$ cat src/rtl/alu_operand_collector.sv
// Receive-side operand collector: gathers OPA/OPB split across beats and issues one operation
// over a valid/ready handshake. Optional error counter enabled by ALU_COLL_ERRCNT_EN.
module alu_operand_collector #(
  parameter int unsigned DATA_WIDTH = 8,
  parameter int unsigned CMD_WIDTH  = 4,
  parameter int unsigned TIMEOUT    = 16
) (
  input  logic                  clk,
  input  logic                  reset,
  input  logic                  CE,
  input  logic [DATA_WIDTH-1:0] OPA,
  input  logic [DATA_WIDTH-1:0] OPB,
  input  logic                  CIN,
  input  logic                  MODE,
  input  logic [CMD_WIDTH-1:0]  CMD,
  input  logic [1:0]            INP_VALID,
  output logic                  op_valid,
  input  logic                  op_ready,
  output logic [DATA_WIDTH-1:0] op_a,
  output logic [DATA_WIDTH-1:0] op_b,
  output logic                  op_cin,
  output logic                  op_mode,
  output logic [CMD_WIDTH-1:0]  op_cmd,
  output logic                  ERR
`ifdef ALU_COLL_ERRCNT_EN
  ,
  input  logic                  err_count_clr,
  output logic [7:0]            err_count
`endif
);

  localparam int unsigned TmoWidth = $clog2(TIMEOUT + 1);
  localparam logic [TmoWidth-1:0] TmoLast = TmoWidth'(TIMEOUT - 1);

  typedef enum logic [1:0] {StIdle, StWait, StIssue} state_e;

  state_e                state_q, state_d;
  logic [TmoWidth-1:0]   tmo_q, tmo_d;
  logic                  have_a_q, have_a_d;
  logic                  have_b_q, have_b_d;
  logic [DATA_WIDTH-1:0] op_a_q, op_a_d;
  logic [DATA_WIDTH-1:0] op_b_q, op_b_d;
  logic                  op_cin_q, op_cin_d;
  logic                  op_mode_q, op_mode_d;
  logic [CMD_WIDTH-1:0]  op_cmd_q, op_cmd_d;
  logic                  err_q, err_d;

  logic [1:0] need;
  logic [1:0] got;

  // Returns {need_b, need_a} for a command.
  function automatic logic [1:0] need_of(input logic mode, input logic [CMD_WIDTH-1:0] cmd);
    logic [1:0] n;
    n = 2'b11;
    if (mode) begin
      case (cmd)
        CMD_WIDTH'(4), CMD_WIDTH'(5): n = 2'b01;
        CMD_WIDTH'(6), CMD_WIDTH'(7): n = 2'b10;
        default:                      n = 2'b11;
      endcase
    end else begin
      case (cmd)
        CMD_WIDTH'(6), CMD_WIDTH'(8), CMD_WIDTH'(9):   n = 2'b01;
        CMD_WIDTH'(7), CMD_WIDTH'(10), CMD_WIDTH'(11): n = 2'b10;
        default:                                       n = 2'b11;
      endcase
    end
    return n;
  endfunction

  always_comb begin
    state_d   = state_q;
    tmo_d     = tmo_q;
    have_a_d  = have_a_q;
    have_b_d  = have_b_q;
    op_a_d    = op_a_q;
    op_b_d    = op_b_q;
    op_cin_d  = op_cin_q;
    op_mode_d = op_mode_q;
    op_cmd_d  = op_cmd_q;
    err_d     = 1'b0;
    need      = 2'b11;
    got       = 2'b00;

    unique case (state_q)
      StIdle: begin
        if (INP_VALID == 2'b00) begin
          err_d = 1'b1;
        end else begin
          op_cmd_d  = CMD;
          op_mode_d = MODE;
          op_cin_d  = CIN;
          op_a_d    = INP_VALID[0] ? OPA : '0;
          op_b_d    = INP_VALID[1] ? OPB : '0;
          have_a_d  = INP_VALID[0];
          have_b_d  = INP_VALID[1];
          need      = need_of(MODE, CMD);
          got       = INP_VALID;
          if ((need & ~got) == 2'b00) begin
            state_d = StIssue;
            tmo_d   = '0;
          end else begin
            state_d = StWait;
            tmo_d   = TmoWidth'(1);
          end
        end
      end
      StWait: begin
        if (INP_VALID[0]) begin
          op_a_d   = OPA;
          have_a_d = 1'b1;
        end
        if (INP_VALID[1]) begin
          op_b_d   = OPB;
          have_b_d = 1'b1;
        end
        need = need_of(op_mode_q, op_cmd_q);
        got  = {have_b_q | INP_VALID[1], have_a_q | INP_VALID[0]};
        // Completion is tested before the timeout so it wins a tie.
        if ((need & ~got) == 2'b00) begin
          state_d = StIssue;
          tmo_d   = '0;
        end else if (tmo_q == TmoLast) begin
          err_d    = 1'b1;
          state_d  = StIdle;
          tmo_d    = '0;
          have_a_d = 1'b0;
          have_b_d = 1'b0;
          op_a_d   = '0;
          op_b_d   = '0;
        end else begin
          tmo_d = tmo_q + TmoWidth'(1);
        end
      end
      StIssue: begin
        if (op_ready) begin
          state_d  = StIdle;
          have_a_d = 1'b0;
          have_b_d = 1'b0;
        end
      end
      default: state_d = StIdle;
    endcase
  end

  always_ff @(posedge clk or negedge reset) begin
    if (!reset) begin
      state_q   <= StIdle;
      tmo_q     <= '0;
      have_a_q  <= 1'b0;
      have_b_q  <= 1'b0;
      op_a_q    <= '0;
      op_b_q    <= '0;
      op_cin_q  <= 1'b0;
      op_mode_q <= 1'b0;
      op_cmd_q  <= '0;
      err_q     <= 1'b0;
    end else if (CE) begin
      state_q   <= state_d;
      tmo_q     <= tmo_d;
      have_a_q  <= have_a_d;
      have_b_q  <= have_b_d;
      op_a_q    <= op_a_d;
      op_b_q    <= op_b_d;
      op_cin_q  <= op_cin_d;
      op_mode_q <= op_mode_d;
      op_cmd_q  <= op_cmd_d;
      err_q     <= err_d;
    end
  end

  assign op_valid = (state_q == StIssue);
  assign op_a     = op_a_q;
  assign op_b     = op_b_q;
  assign op_cin   = op_cin_q;
  assign op_mode  = op_mode_q;
  assign op_cmd   = op_cmd_q;
  assign ERR      = err_q;

`ifdef ALU_COLL_ERRCNT_EN
  logic [7:0] err_count_q;

  // Counts alongside the ERR pulse; clear beats a simultaneous increment.
  always_ff @(posedge clk or negedge reset) begin
    if (!reset) begin
      err_count_q <= 8'd0;
    end else if (CE) begin
      if (err_count_clr) begin
        err_count_q <= 8'd0;
      end else if (err_d && (err_count_q != 8'hFF)) begin
        err_count_q <= err_count_q + 8'd1;
      end
    end
  end

  assign err_count = err_count_q;
`endif

endmodule
$ cat config.mk
export PLATFORM = sky130hd
export DESIGN_NAME = alu_operand_collector
export DESIGN_NICKNAME = d
export VERILOG_FILES = /design/src/rtl/alu_operand_collector.sv
export SDC_FILE = /design/constraint.sdc
export NUM_CORES = 1
export LEC_CHECK = 0
export BUFFER_PORTS_ARGS = -buffer_cell sky130_fd_sc_hd__buf_2
export CAP_MARGIN = 20
export CORE_MARGIN = 2
export CORE_UTILIZATION = 49
export DETAILED_ROUTE_END_ITERATION = 12
export PLACE_DENSITY = 0.75
export SYNTH_ARGS = -nofsm -noshare
export SYNTH_HDL_FRONTEND = slang
export SYNTH_SLANG_ARGS = --single-unit
$ cat constraint.sdc
create_clock -name clk -period 5.75 [get_ports clk]
set_input_delay 0.575 -clock clk [delete_from_list [all_inputs] [get_ports clk]]
set_output_delay 0.575 -clock clk [all_outputs]
set_load 0.1 [all_outputs]
Word-level counts from Yosys, hierarchy flattened
Index checks and enable logic that the tools add are counted.
- bits in registers: 32
- latch bits: 0
- memory bits (writable): 0
- ROM bits: 0
- logic and storage cells: 105
- memories: 0
- $add $sub $neg: 1
- multipliers: 0
- div/mod/pow operators: 0
- order comparisons: 0
- equality and inequality tests: 22
- shift-type cells: 0
- mux-type cells: 47
- bitwise gates (word level): 7
- reduce and logical (&&, ||, !) cells: 18
- operators with widths (operator ; number):
    $mux 8 ; 10
    $eq 4x3->1 const B ; 8
    $eq 4x4->1 const B ; 8
    $pmux 8 s2 ; 2
    $mux 2 ; 10
    $pmux 2 s2 ; 4
    $mux 5 ; 3
    $mux 1 ; 13
    $reduce_or 3->1 ; 4
    $pmux 5 s2 ; 1
    $logic_not 2->1 ; 4
    $reduce_and 4->1 ; 2
    $reduce_or 2->1 ; 4
    $pmux 1 s3 ; 2
    $pmux 2 s3 ; 1
    $reduce_and 3->1 ; 2
    $add 5x1->5 const B ; 1
    $eq 5x4->1 const B ; 1
    $and 2x2->2 ; 2
    $not 2->2 ; 2
    $ne 3x3->1 const B ; 1
    $reduce_bool 3->1 ; 1
    $eq 2x1->1 const B ; 1
    $eq 2x2->1 const B ; 1
    6 further kinds ; 7

Longest topological paths before layout
Gate-level depths: netlist of the first run.
- depth after elaboration: 11
- mapped depth: 8
- depth with buffers taken out: 7

Worst setup path after synthesis of the first run
No wires, ideal clock.
- kind: reg2reg
- from: register op_cmd_q[3] (netlist: op_cmd[3])
- to: register op_a_q[0] (netlist: op_a[0])
- library setup time: 0.101 ns
- arrival: 2.250 ns
- slack: 3.400 ns
- cell stages (with the launch flop): 7
- path buffers: 1
- cells stage by stage: dfrtp_1 > or3b_1 > a221o_1 > o21ai_2 > nor4_4 > buf_6 > o32ai_1
- cells in the longest elaborated chain, start to end: 9
- elaborated cells between the ends (all ways): 20
- classes of those cells: eq/ne: 8; mux: 6; bitwise: 1; reduce/logical: 5
- RTL lines (item ; RTL line ; source):
    start, declared ; 45 ; logic [CMD_WIDTH-1:0] op_cmd_q, op_cmd_d;
    start signal, assigned ; 167 ; op_cmd_q <= op_cmd_d;
    $eq 4x3->1, or another cell as far along ; 56, 62 ;
    $reduce_or 3->1 / $reduce_or 2->1 (equally long branches) ; 62, 56 ;
    $pmux 2 s2 (on tied branches) ; 62, 56 ;
    $mux 2 (*) ; 55 ; if (mode) begin
    $mux 2 (*) ; 85 ; unique case (state_q)
    $and 2x2->2 (*) ; 120 ; if ((need & ~got) == 2'b00) begin
    $logic_not 2->1 (*) ; 120 ;
    $mux 8 (*) ; 120 ;
    $pmux 8 s2 (*) ; 85 ;
    end signal, assigned ; 163 ; op_a_q <= op_a_d;
    end, declared ; 41 ; logic [DATA_WIDTH-1:0] op_a_q, op_a_d;
Mark *: on every way between the ends. The rest lies on a longest branch, timed or not. The select of a mux whose other input is x is not followed.
A chain may end at the register's enable or synchronous reset.

Final worst setup path of the first run
- from: register state_q[0]
- to: register op_b_q[7] (netlist: op_b[7])
- cells in the longest elaborated chain, start to end: 3
- elaborated cells between the ends (all ways): 6
- classes of those cells: eq/ne: 2; mux: 1; reduce/logical: 3
- RTL lines (item ; RTL line ; source):
    start, declared ; 37 ; state_e state_q, state_d;
    start signal, assigned ; 148 ; state_q <= StIdle;
    start signal, assigned ; 159 ; state_q <= state_d;
    $eq 2x1->1 / $logic_not 2->1 (equally long branches) ; 85 ;
    $reduce_bool 2->1 (no line) / $ne 2x2->1 (equally long branches) ; -- ;
    $reduce_and 3->1 (no line) ; -- ;
    end signal, assigned ; 164 ; op_b_q <= op_b_d;
    end, declared ; 42 ; logic [DATA_WIDTH-1:0] op_b_q, op_b_d;
Several ways; a longest one is shown, not always the timed one.

==> results of run 1 <==
==> metal layers <==
| metal | vias up | wire [µm] | global-route usage [%] |
|---|---|---|---|
| met5 | - | 0 | 0 |
| met2 | 42 | 1723 | 31.52 |
| met1 | 712 | 1663 | 24.48 |
| li1 | 736 | - | - |
| met3 | 8 | 228 | 6.429 |
| met4 | 0 | 58 | 8.696 |
==> registers in the layout (all words and copies together) (netlist names) <==
register	flops
have_a_q	1
have_b_q	1
op_cmd	4
op_b	8
op_a	8
ERR	1
state_q	2
op_cin	1
op_mode	1
tmo_q	5
==> cell families (layout without fill, tap and decap cells) <==
| logic type | count (synthesis) | count (layout) | synth area share [%] |
|---|---|---|---|
| multiplexers | 7 | 7 | 4.502 |
| AND/OR/NAND/NOR | 33 | 33 | 12.06 |
| adder cells (fa/ha/maj) | 4 | 4 | 2.905 |
| flip-flops | 32 | 32 | 46.48 |
| buffers and inverters | 43 | 98 | 9.876 |
| AO/OA/AOI/OAI | 52 | 52 | 24.18 |
==> through the flow <==
step                utilization, %  hold WS, ns  instance area [µm²]  cells  setup WS, ns
detailed placement           59.93       0.4751                 2016    265         3.300
floorplan                        -       0.2794                 1723    171         3.400
CTS                          61.87       0.2839                 2081    272         3.421
global placement             59.93       0.4781                 2016    265         3.370
global route                 61.87       0.3178                 2081    272         3.170
finish                       61.87       0.2730                 2081    272         3.425
==> worst paths after layout <==
kind                                 start          to  slack [ns]  cells after the start
min in group clk                    OPA[0]     op_a[0]        0.46                      3
worst min-delay path                 reset     op_a[0]        0.27                      1
max in group asynchronous            reset  state_q[0]        5.03                      1
worst max register to register  state_q[0]     op_b[7]        3.42                      6
worst min register to register    tmo_q[4]    tmo_q[4]        0.50                      1
worst max-delay path            state_q[0]     op_b[7]        3.42                      6
==> Yosys cell counts, types with 2 or more instances <==
master | number | share of area (%)
dfrtp_1 | 32 | 46
nand2b_1 | 2 | 0.73
nand3b_1 | 3 | 1.3
nand2_1 | 3 | 0.65
nor4b_1 | 2 | 1.0
or3_1 | 2 | 0.73
nand4_1 | 2 | 0.73
o32ai_1 | 16 | 8.1
or3b_1 | 3 | 1.5
mux2_2 | 6 | 3.9
o22ai_1 | 2 | 0.73
nand3_1 | 3 | 0.87
inv_1 | 40 | 8.7
o211ai_1 | 2 | 0.87
o31a_1 | 3 | 1.5
a21oi_1 | 3 | 0.87
o21ai_0 | 5 | 1.5
nor2_1 | 8 | 1.7
o21ai_1 | 2 | 0.58
o31ai_2 | 2 | 1.5
ha_1 | 4 | 2.9
a31oi_1 | 4 | 1.5
==> area by class of cell <==
cell class	count	area share [%]
clock buffers	7	3.127
inverters	40	7.216
multi-input cells	96	36.14
flip-flops and latches	32	38.48
well taps	46	2.766
repair buffers	51	12.27
==> worst max-delay path: stages (launching register included) <==
cell and delay (ns):
dfrtp_1 0.37, inv_1 0.08, ha_1 0.27, or3b_1 0.25
o211ai_2 0.28, nor4_4 0.73, o32ai_1 0.19
==> metrics.txt, run 1 <==
worst slew pin tran 0.8480 ns; Crit. End Element flop; Worst-Skew Late Latency 0.34 ns; Crit Path Max Fanout 16; fillcell total 326; Avg Cell Area, Syn 10.08 µm²; GR Overflow Total 0; clock slew at reported path FFs 0.10 ns; Final Cycle Share 40.44%; syn nets 203; Finish-stage setup viols 0; HP Class input pin to async pin; Critical Path AT 2.51 ns; Rel. slew slack 43.04%; final hold violations 0; Synthesis Warnings 0; Yosys reg bits 32; Startpoint Class flop; most frequent cells in the layout 51 x buf_2, 40 x inv_1, 32 x dfrtp_1; # IOs 52; cts bufs inserted 5; number of diodes 0; hold bufs inserted after CTS 0; WL per Instance 13.50 µm; status completed; htree depth 2; initial core utilization 51.23%; largest net degree at the start of global routing 33; fmax 430.1 MHz; Final min period 2.325 ns; First-pass DRT Iterations 4; post-cts resize count 0; Via Count 1498; async set-or-reset flop fraction in the synthesized netlist 100.0%; Die Width 63.30 µm; multi-input logic area 752.0 µm²; maxcap violations 0; Post-synth EDFFs 0; setup bufs post-CTS 0; root buffer cell clkbuf_4; die height 63.30 µm; post-route ant nets 0; Die ar. 4006 µm²; Port Buf Inserts 51; Tot GR Track Use 19.73%; sequential share of the synthesized area 46.48%; Sink Count 32; Cell Area, Synth 1723 µm²; drt via density 5.507; Syn Inst Count 171; register area 800.8 µm²; # DRC 0; Post-Route WL 3.673 mm; Core Area 3363 µm²; Primary FF master, synth dfrtp_1; share of post-route cells with drive strength above 1 31.86%; CTS tree done; DRT iter0 DRCs 44; fin nets 258; Detailed Place HPWL 2.688 mm; commonest non-fill, non-tap cell in the layout buf_2; area grow syn2layout 20.77%; Final Slew Violations 0; first-pass GRT wire length 6.189 mm; WP data required 5.94 ns; cell row count 21; count of cell types in the netlist 44; Final Skew 0.005403 ns; GPL Wtd Cong 0.7886; clk buf depth 2; initial antenna violation count 0; vias in the first global route 1389; Setup Total Neg Slack 0 ns; Setup CP Type flop to flop; RSZ-0062 raised after global routing no
Power of run 1 is left out: the tool's default activity adds up to more than one toggle a clock period on the data nets, which glitch-free logic cannot reach.
==> inputs of run 2 (changes only) <==
==> constraint.sdc (replaced) <==
create_clock -name clk -period 2.4 [get_ports clk]
set_input_delay 0.24 -clock clk [delete_from_list [all_inputs] [get_ports clk]]
set_output_delay 0.24 -clock clk [all_outputs]
set_load 0.1 [all_outputs]
==> run 2 against run 1 <==
- final cell count grew 1.8%
- global-route usage increased by 0.20 points
- non-clock buffer count up 5
- worst hold slack got worse by 0.13 ns
- count of clock-buffer cells in the layout did not move
- fmax is 7.0% higher
==> metrics.txt, run 2 (synthesis gave the netlist of run 1 again) <==
Final Cycle Share 90.52%; HP Class input pin to flop; WL per Instance 13.02 µm; Die Width 63.30 µm; fmax 460.3 MHz; Crit. End Element flop; WP data required 2.62 ns; maxcap violations 0; post-route ant nets 0; DRT iter0 DRCs 87; # IOs 52; GPL Wtd Cong 0.8561; fillcell total 306; Detailed Place HPWL 2.654 mm; htree depth 2; status completed; Reg2Reg Launch Point state_q[0]; drt via density 5.390; Final Slew Violations 0; worst slew pin tran 0.6908 ns; First-pass DRT Iterations 4; share of post-route cells with drive strength above 1 32.90%; Critical R2R Capture op_b[5]; Hold Path Depth 3; area grow syn2layout 24.33%; number of diodes 0; Sink Count 32; fin nets 263; FF-to-FF path depth 7; root buffer cell clkbuf_4; Core Area 3363 µm²; Post-Route WL 3.607 mm; Port Buf Inserts 51; Rel. slew slack 53.95%; Critical Path AT 2.39 ns; Startpoint Class flop; cts bufs inserted 5; register area 800.8 µm²; clk buf depth 2; CTS tree done; vias in the first global route 1472; Crit Path Max Fanout 16; first-pass GRT wire length 6.396 mm; Setup CP Type flop to flop; Die ar. 4006 µm²; Finish-stage setup viols 0; Setup Total Neg Slack 0 ns; clock slew at reported path FFs 0.10 ns; # DRC 0; GR Overflow Total 0; Hold Path End op_b[2]; die height 63.30 µm; most frequent cells in the layout 51 x buf_2, 40 x inv_1, 32 x dfrtp_1; initial core utilization 51.23%; Via Count 1493; initial antenna violation count 0; reg-to-reg slack, setup 0.23 ns; Worst-Skew Late Latency 0.32 ns; commonest non-fill, non-tap cell in the layout buf_2; final hold violations 0; cell row count 21; Tot GR Track Use 19.93%; Final Skew 0.008001 ns; hold_sp OPB[2]; Final min period 2.173 ns; multi-input logic area 760.7 µm²; largest net degree at the start of global routing 33
==> run 2: cell count changes in the layout (fill, tap and decap cells not counted) <==
cell,delta
buf_4,+3
buf_12,+1
dlygate4sd3_1,+1
o211ai_2,-1
o211ai_4,+1
==> run 2: how the worst max path moves through the flow <==
stage / endpoint / slack, ns / from
after floorplan: op_a[0] / 0.05 / op_cmd[3]
after CTS: op_b[5] / 0.06 / state_q[0]
after detailed placement: op_b[5] / 0.1 / state_q[0]
final: op_b[5] / 0.23 / state_q[0]
after global placement: op_a[5] / 0.20 / state_q[0]
after global routing: tmo_q[3] / -0.02 / state_q[0]
==> run 2: through the flow <==
stage	hold WS (ns)	instance area, µm²	util [%]	std cells	setup slack, ns
after global placement	0.3193	2038	60.60	268	0.2027
final	0.1435	2142	63.69	277	0.2274
after floorplan	-0.05559	1723	-	171	0.04960
after CTS	0.1294	2113	62.83	276	0.06446
after detailed placement	0.3235	2038	60.60	268	0.09711
after global routing	0.1347	2142	63.69	277	-0.02347
==> run 2: area by class of cell <==
type	instances	share of cell area, %
clock buffer	7	3.037
inverter	40	7.009
multi-input combinational	96	35.51
sequential	32	37.38
tap	46	2.687
timing repair buffer	56	14.37
==> run 2: what timing repair did <==
| action | in CTS | in global routing |
|---|---|---|
| setup endpoints to repair | 0 | 17 |
| hold buffers | 1 | 0 |
| setup buffers | 0 | 1 |
| resized for setup | 0 | 1 |
| hold endpoints to repair | 32 | 0 |
==> run 2: critical path, stage by stage (launching register included) <==
cell and delay (ns):
dfrtp_1 0.40, inv_1 0.10, ha_1 0.31, or3b_1 0.47
o211ai_4 0.23, nor4_4 0.11, buf_12 0.17, o32ai_1 0.27
==> run 2: layer usage <==
metal,routed length [µm],track usage [%],up-vias
li1,-,-,744
met1,1652,26.14,701
met2,1705,32.31,41
met3,181,4.107,7
met4,68,8.152,0
met5,0,0,-
Power of run 2 is left out for the same reason.
